## config.mk

```make
export PLATFORM = sky130hd
export DESIGN_NAME = fifo_rd_ctrl
export DESIGN_NICKNAME = d
export VERILOG_FILES = /design/src/rtl/fifo_pkg.sv /design/src/rtl/sync_2ff.sv /design/src/rtl/fifo_rd_ctrl.sv
export SDC_FILE = /design/constraint.sdc
export NUM_CORES = 1
export LEC_CHECK = 0
export BUFFER_PORTS_ARGS = -buffer_cell sky130_fd_sc_hd__buf_2
export CORE_UTILIZATION = 45
export DETAILED_ROUTE_END_ITERATION = 8
export PLACE_DENSITY = 0.67
export SETUP_SLACK_MARGIN = 0.15
export SYNTH_ARGS = -nofsm -noshare
export SYNTH_HDL_FRONTEND = slang
export SYNTH_SLANG_ARGS = --single-unit
```

## constraint.sdc

```tcl
create_clock -name rclk -period 4.5 [get_ports rclk]
set_input_delay 0.9 -clock rclk [delete_from_list [all_inputs] [get_ports rclk]]
set_output_delay 0.9 -clock rclk [all_outputs]
set_load 0.01 [all_outputs]
```

## src/rtl/fifo_pkg.sv

```systemverilog
// Shared definitions for the async FIFO read and write controllers.
// Provides the default geometry and the Gray/binary conversion helpers.
package fifo_pkg;

  localparam int FIFO_DATA_WIDTH = 8;
  localparam int FIFO_PTR_WIDTH  = 9;

  // Working width of the conversion helpers; callers zero-extend into it
  // and size-cast the result back to their pointer width.
  localparam int CODE_WIDTH = 32;

  typedef logic [CODE_WIDTH-1:0] code_t;

  // Binary to Gray over the low 'width' bits; upper bits are cleared.
  function automatic code_t bin2gray(input code_t bin, input int unsigned width);
    code_t mask;
    code_t masked;
    mask   = ~({CODE_WIDTH{1'b1}} << width);
    masked = bin & mask;
    return masked ^ (masked >> 1);
  endfunction

  // Gray to binary over the low 'width' bits; each binary bit is the XOR of
  // all Gray bits at or above it.
  function automatic code_t gray2bin(input code_t gray, input int unsigned width);
    code_t mask;
    code_t masked;
    code_t bin;
    mask   = ~({CODE_WIDTH{1'b1}} << width);
    masked = gray & mask;
    bin    = {CODE_WIDTH{1'b0}};
    for (int i = 0; i < CODE_WIDTH; i++) begin
      bin[i] = ^(masked >> i);
    end
    return bin;
  endfunction

endpackage

```

## src/rtl/sync_2ff.sv

```systemverilog
// Two-flop synchronizer for a Gray-coded pointer crossing clock domains.
// The two stages sit back to back with no logic between them.
module sync_2ff #(
  parameter int WIDTH = 1
) (
  input  logic             clk,
  input  logic             rst_n,
  input  logic [WIDTH-1:0] d,
  output logic [WIDTH-1:0] q
);

  logic [WIDTH-1:0] meta_r;
  logic [WIDTH-1:0] sync_r;

  // Capture the foreign-domain value, then let it settle one more stage.
  always_ff @(posedge clk or negedge rst_n) begin
    if (!rst_n) begin
      meta_r <= {WIDTH{1'b0}};
      sync_r <= {WIDTH{1'b0}};
    end else begin
      meta_r <= d;
      sync_r <= meta_r;
    end
  end

  assign q = sync_r;

endmodule

```

## src/rtl/fifo_rd_ctrl.sv

```systemverilog
// Read-side controller of the async FIFO (rclk domain).
// Synchronizes the write Gray pointer, keeps the binary/Gray read pointer and
// registered empty flag, and feeds a one-entry valid/ready output stage.
// Optional build macro FIFO_RD_LEVEL_EN adds a registered fill-level output
// (rlevel) that counts words still in memory, excluding the output stage.
module fifo_rd_ctrl
  import fifo_pkg::*;
#(
  parameter int DATA_WIDTH = FIFO_DATA_WIDTH,
  parameter int PTR_WIDTH  = FIFO_PTR_WIDTH
) (
  input  logic                  rclk,
  input  logic                  rrst_n,
  input  logic [PTR_WIDTH:0]    wptr_gray,
  output logic [PTR_WIDTH:0]    rptr,
  output logic [PTR_WIDTH:0]    rptr_gray,
  input  logic [DATA_WIDTH-1:0] mem_rdata,
  output logic                  read_enable,
  output logic                  rempty,
  output logic [DATA_WIDTH-1:0] rdata,
  output logic                  rvalid,
  input  logic                  rready
`ifdef FIFO_RD_LEVEL_EN
  ,
  output logic [PTR_WIDTH:0]    rlevel
`endif
);

  localparam int PW1 = PTR_WIDTH + 1;

  logic [PTR_WIDTH:0]    wq2_gray_s;
  logic [PTR_WIDTH:0]    rptr_r;
  logic [PTR_WIDTH:0]    rptr_gray_r;
  logic                  rempty_r;
  logic                  rvalid_r;
  logic [DATA_WIDTH-1:0] rdata_r;
  logic                  pop_s;
  logic [PTR_WIDTH:0]    rbin_next_s;
  logic [PTR_WIDTH:0]    rgray_next_s;

  sync_2ff #(
    .WIDTH (PW1)
  ) u_wptr_sync (
    .clk   (rclk),
    .rst_n (rrst_n),
    .d     (wptr_gray),
    .q     (wq2_gray_s)
  );

  // Pop whenever memory holds a word and the output stage is free or draining.
  always_comb begin
    pop_s        = 1'b0;
    rbin_next_s  = rptr_r;
    rgray_next_s = rptr_gray_r;
    if (!rempty_r && (!rvalid_r || rready)) begin
      pop_s = 1'b1;
    end else begin
      pop_s = 1'b0;
    end
    rbin_next_s  = rptr_r + {{PTR_WIDTH{1'b0}}, pop_s};
    rgray_next_s = PW1'(bin2gray(code_t'(rbin_next_s), PW1));
  end

  // Advance both pointer encodings and derive empty from the next pointer so
  // the pop of the last word raises rempty on the same edge.
  always_ff @(posedge rclk or negedge rrst_n) begin
    if (!rrst_n) begin
      rptr_r      <= {PW1{1'b0}};
      rptr_gray_r <= {PW1{1'b0}};
      rempty_r    <= 1'b1;
    end else begin
      rptr_r      <= rbin_next_s;
      rptr_gray_r <= rgray_next_s;
      rempty_r    <= (rgray_next_s == wq2_gray_s);
    end
  end

  // One-entry output stage: load on pop, release on accept, otherwise hold.
  always_ff @(posedge rclk or negedge rrst_n) begin
    if (!rrst_n) begin
      rdata_r  <= {DATA_WIDTH{1'b0}};
      rvalid_r <= 1'b0;
    end else if (pop_s) begin
      rdata_r  <= mem_rdata;
      rvalid_r <= 1'b1;
    end else if (rready) begin
      rdata_r  <= rdata_r;
      rvalid_r <= 1'b0;
    end else begin
      rdata_r  <= rdata_r;
      rvalid_r <= rvalid_r;
    end
  end

`ifdef FIFO_RD_LEVEL_EN
  logic [PTR_WIDTH:0] wq2_bin_s;
  logic [PTR_WIDTH:0] rlevel_r;

  // Decode the synchronized write pointer back to binary for the level.
  always_comb begin
    wq2_bin_s = {PW1{1'b0}};
    wq2_bin_s = PW1'(gray2bin(code_t'(wq2_gray_s), PW1));
  end

  // Words left in memory after this cycle's pop; modular difference covers wrap.
  always_ff @(posedge rclk or negedge rrst_n) begin
    if (!rrst_n) begin
      rlevel_r <= {PW1{1'b0}};
    end else begin
      rlevel_r <= wq2_bin_s - rbin_next_s;
    end
  end

  assign rlevel = rlevel_r;
`endif

  assign read_enable = pop_s;
  assign rptr        = rptr_r;
  assign rptr_gray   = rptr_gray_r;
  assign rempty      = rempty_r;
  assign rvalid      = rvalid_r;
  assign rdata       = rdata_r;

endmodule

```

==> impl_metrics.csv <==
group,metric,value,unit
run_status,run_status,"finished clean",
synthesis,ys_seq_area_share,60.00,%
clock_network,cts_made_buffers,5,
pwr,peakVddDrop,0.2802,mV
worst_setup_path,endpoint_kind,"flop",
place,io_buffers,51,
synthesis,netlist_area,2046,µm²
pwr,switching_share,36.13,%
routing,vias,1323,
pwr,combPwrFrac,35.1,%
worst_setup_path,critical-path-slowest-cell,"or4_1",
clock_network,cts.reportedPaths.clkPinSlew,0.09,ns
clock_network,clock_latency,0.30,ns
floorplanning,die_h,69.43,µm
sta,final.period_utilization,67.94,%
worst_setup_path,path_class,"primary input to flop",
pwr,leakage,1.152,nW
clock_network,cts_hold_buf,0,
place,postPlaceCellArea,2342,µm²
sta,report.final.setup_viol,0,
pwr,p_sw,489.6,µW
routing,drt_pass1_iterations,6,
final_layout,final_layout_size_suffix_gt1_share,36.32,%
sta,hold_violations,0,
synthesis,yosysWarningCount,0,
clock_network,cts_tree,"yes",
final_layout,stdcell_area,2441,µm²
clock_network,cts_resized,0,
routing,drt_iter0_drc,80,
global_route,track_usage,16.87,%
global_route,grt_max_degree,50,
final_layout,final_common_cell,"buf_2",
place,place.detailed.hpwl,2638,µm
synthesis,syn_nets,180,
clock_network,cts_max_path_buffers,2,
final_layout,final_cell_mix,"buf_2 (51), dfrtp_1 (48), xnor2_1 (16)",
final_layout,area_growth_syn_to_layout,19.33,%
clock_network,post_cts_buffers,0,
floorplanning,rows,24,
final_layout,utilization,56.06,%
clock_network,clock_sinks,49,
sta,final_max_slew_viol_count,0,
worst_setup_path,cpPeakStageDelay,0.46,ns
routing,antenna_left,0,
pwr,p_seq_share,44.9,%
routing,vias_per_cell,5.011,
worst_setup_path,cp.required,4.71,ns
floorplanning,start_util,46.98,%
global_route,antenna_found_initial,0,
hold_path,hp-class,"flop to flop",
pwr,power_density,555.1,nW/µm²
floorplanning,core-area,4354,µm²
global_route,grt_pass1_wl,6313,µm
global_route,grt_overflow,0,
floorplanning,ios,52,
worst_setup_path,startpoint_type,"primary input",
routing,drc,0,
synthesis,synth_cell_type_count,37,
worst_setup_path,crit_chain,"buf_2 -> inv_1 -> a21oi_1 -> buf_4 -> ha_1 -> ha_1 -> nand3_1 -> or4_1 -> o211ai_2 -> xnor2_1 -> nand3_1 -> nor4_2",
worst_setup_path,cp.arrival,3.26,ns
sta,fin_tns_setup,0,ns
job,maxCapViolations,0,
synthesis,netlist_instances,157,
sta,tightest_slew,1.036,ns
sta,rsz0062_at_grt,"no",
global_route,grt_pass1_vias,1377,
final_layout,fin_nets,234,
floorplanning,fp.dieW,69.43,µm
sta,holdWs,0.3544,ns
place,globalplace.congestion,0.8281,
worst_setup_path,critical_path.max_fanout,10,
final_layout,diodes,0,
sta,skew,0.01092,ns
sta,min_period,3.057,ns
sta,fmax,327.1,MHz
pwr,p_clk_share,20.0,%
pwr,total_power,1.355,mW
synthesis,synth_top_area_share,58.72,%
routing,routedWlPerCell,13.79,µm
sta,slew_headroom,30.94,%
floorplanning,die-area,4820,µm²
pwr,p_int,865.4,µW
clock_network,h-tree-depth,2,
synthesis,synth_seq_cells,49,
synthesis,ys_top_cells_by_area,"dfrtp_1 (59%), xnor2_1 (6.9%), mux2_2 (5.0%)",
clock_network,cts-root-buf,"clkbuf_8",
synthesis,synth_area_leader_cell,"dfrtp_1",
synthesis,syn_avg_cell_area,13.03,µm²
routing,wl,3640,µm
-- area by class of cell --
type / instances / area (µm²)
inverters: 11 / 41.29
repair buffers: 52 / 262.8
clock buffers: 6 / 82.58
fillers: 385 / 1913
well taps: 52 / 65.06
multi-input cells: 92 / 745.7
clock inverters: 2 / 16.27
flip-flops and latches: 49 / 1227
-- worst max-delay path: cells and delay by family --
kind	cells	cell delay [ns]
adders and majority gates	2	0.62
AOI/OAI and AO/OA	2	0.27
xor gates and xnor gates	1	0.16
buffers and inverters	3	0.32
and+or+nand+nor	4	0.98
-- worst paths after layout --
| kind | startpoint | end | slack (ns) | cells past startpoint |
|---|---|---|---|---|
| worst max-delay path | rready | rempty | 1.44 | 12 |
| worst min-delay path | u_wptr_sync.meta_r[1] | u_wptr_sync.q[1] | 0.35 | 0 |
| worst max register to register | rvalid | rempty | 1.72 | 10 |
| worst min register to register | u_wptr_sync.meta_r[1] | u_wptr_sync.q[1] | 0.35 | 0 |
| max in group asynchronous | rrst_n | rptr[4] | 3.09 | 1 |
| min in group asynchronous | rrst_n | rptr_gray[2] | 0.78 | 1 |
-- state kept, by name (all words and copies together) (netlist names) --
register / cells
rptr_gray: 10
u_wptr_sync.meta_r: 10
u_wptr_sync.q: 10
rptr: 9
rdata: 8
rempty: 1
rvalid: 1
-- cells by family (layout without fill, tap and decap cells) --
kind of cell	Yosys count	count (layout)	synth area share, %
adders and majority gates	2	2	1.223
and+or+nand+nor	34	34	9.358
AOI/OAI and AO/OA	15	15	5.688
DFF	49	49	60.00
muxes	11	11	5.933
xor gates and xnor gates	30	30	14.25
buffers and inverters	16	71	3.547
-- layer usage --
metal	share of wire (%)	vias up	track usage [%]
met2	52	41	26.97
met3	5.0	0	5.087
met1	43	646	21.59
li1	-	636	-
met5	0	-	0
met4	0	0	6.576
-- power by group through the flow --
stage | clock network (mW) | registers, mW | logic, mW
after floorplan | 0 | 0.621 | 0.333
after global placement | 0 | 0.611 | 0.469
after detailed placement | 0 | 0.617 | 0.478
after CTS | 0.281 | 0.609 | 0.483
after global routing | 0.297 | 0.625 | 0.521
final | 0.271 | 0.609 | 0.475
-- per-stage QoR --
step / cells / worst slack, ns
final: 264 / 1.443
after global routing: 264 / 1.244
after CTS: 264 / 1.436
after detailed placement: 256 / 1.140
after global placement: 256 / 1.331
after floorplan: 157 / 1.125
-- cells in the mapped netlist --
cell type  number
nand2_1         6
nand3_1         8
clkbuf_1        1
a21o_1          1
xor2_1         11
xor2_2          2
a221oi_2        1
mux2i_1         2
mux2_2          9
o211ai_1        1
a221o_1         1
o211ai_2        1
nor4_2          2
o31ai_1         1
or3_1           1
and3_1          1
or4_1           1
xnor3_1         1
buf_2           1
o31a_1          1
a211oi_1        1
and2_1          2
and4_1          1
ha_1            2
dfrtp_1        48
nor2_1          6
xnor2_1        16
nor3_1          3
nand4_2         1
buf_4           3
a21oi_1         2
nand4_1         2
a32oi_1         1
inv_1          11
dfstp_2         1
o22ai_1         1
o21ai_0         3
Power figures use the tool's default switching activity.
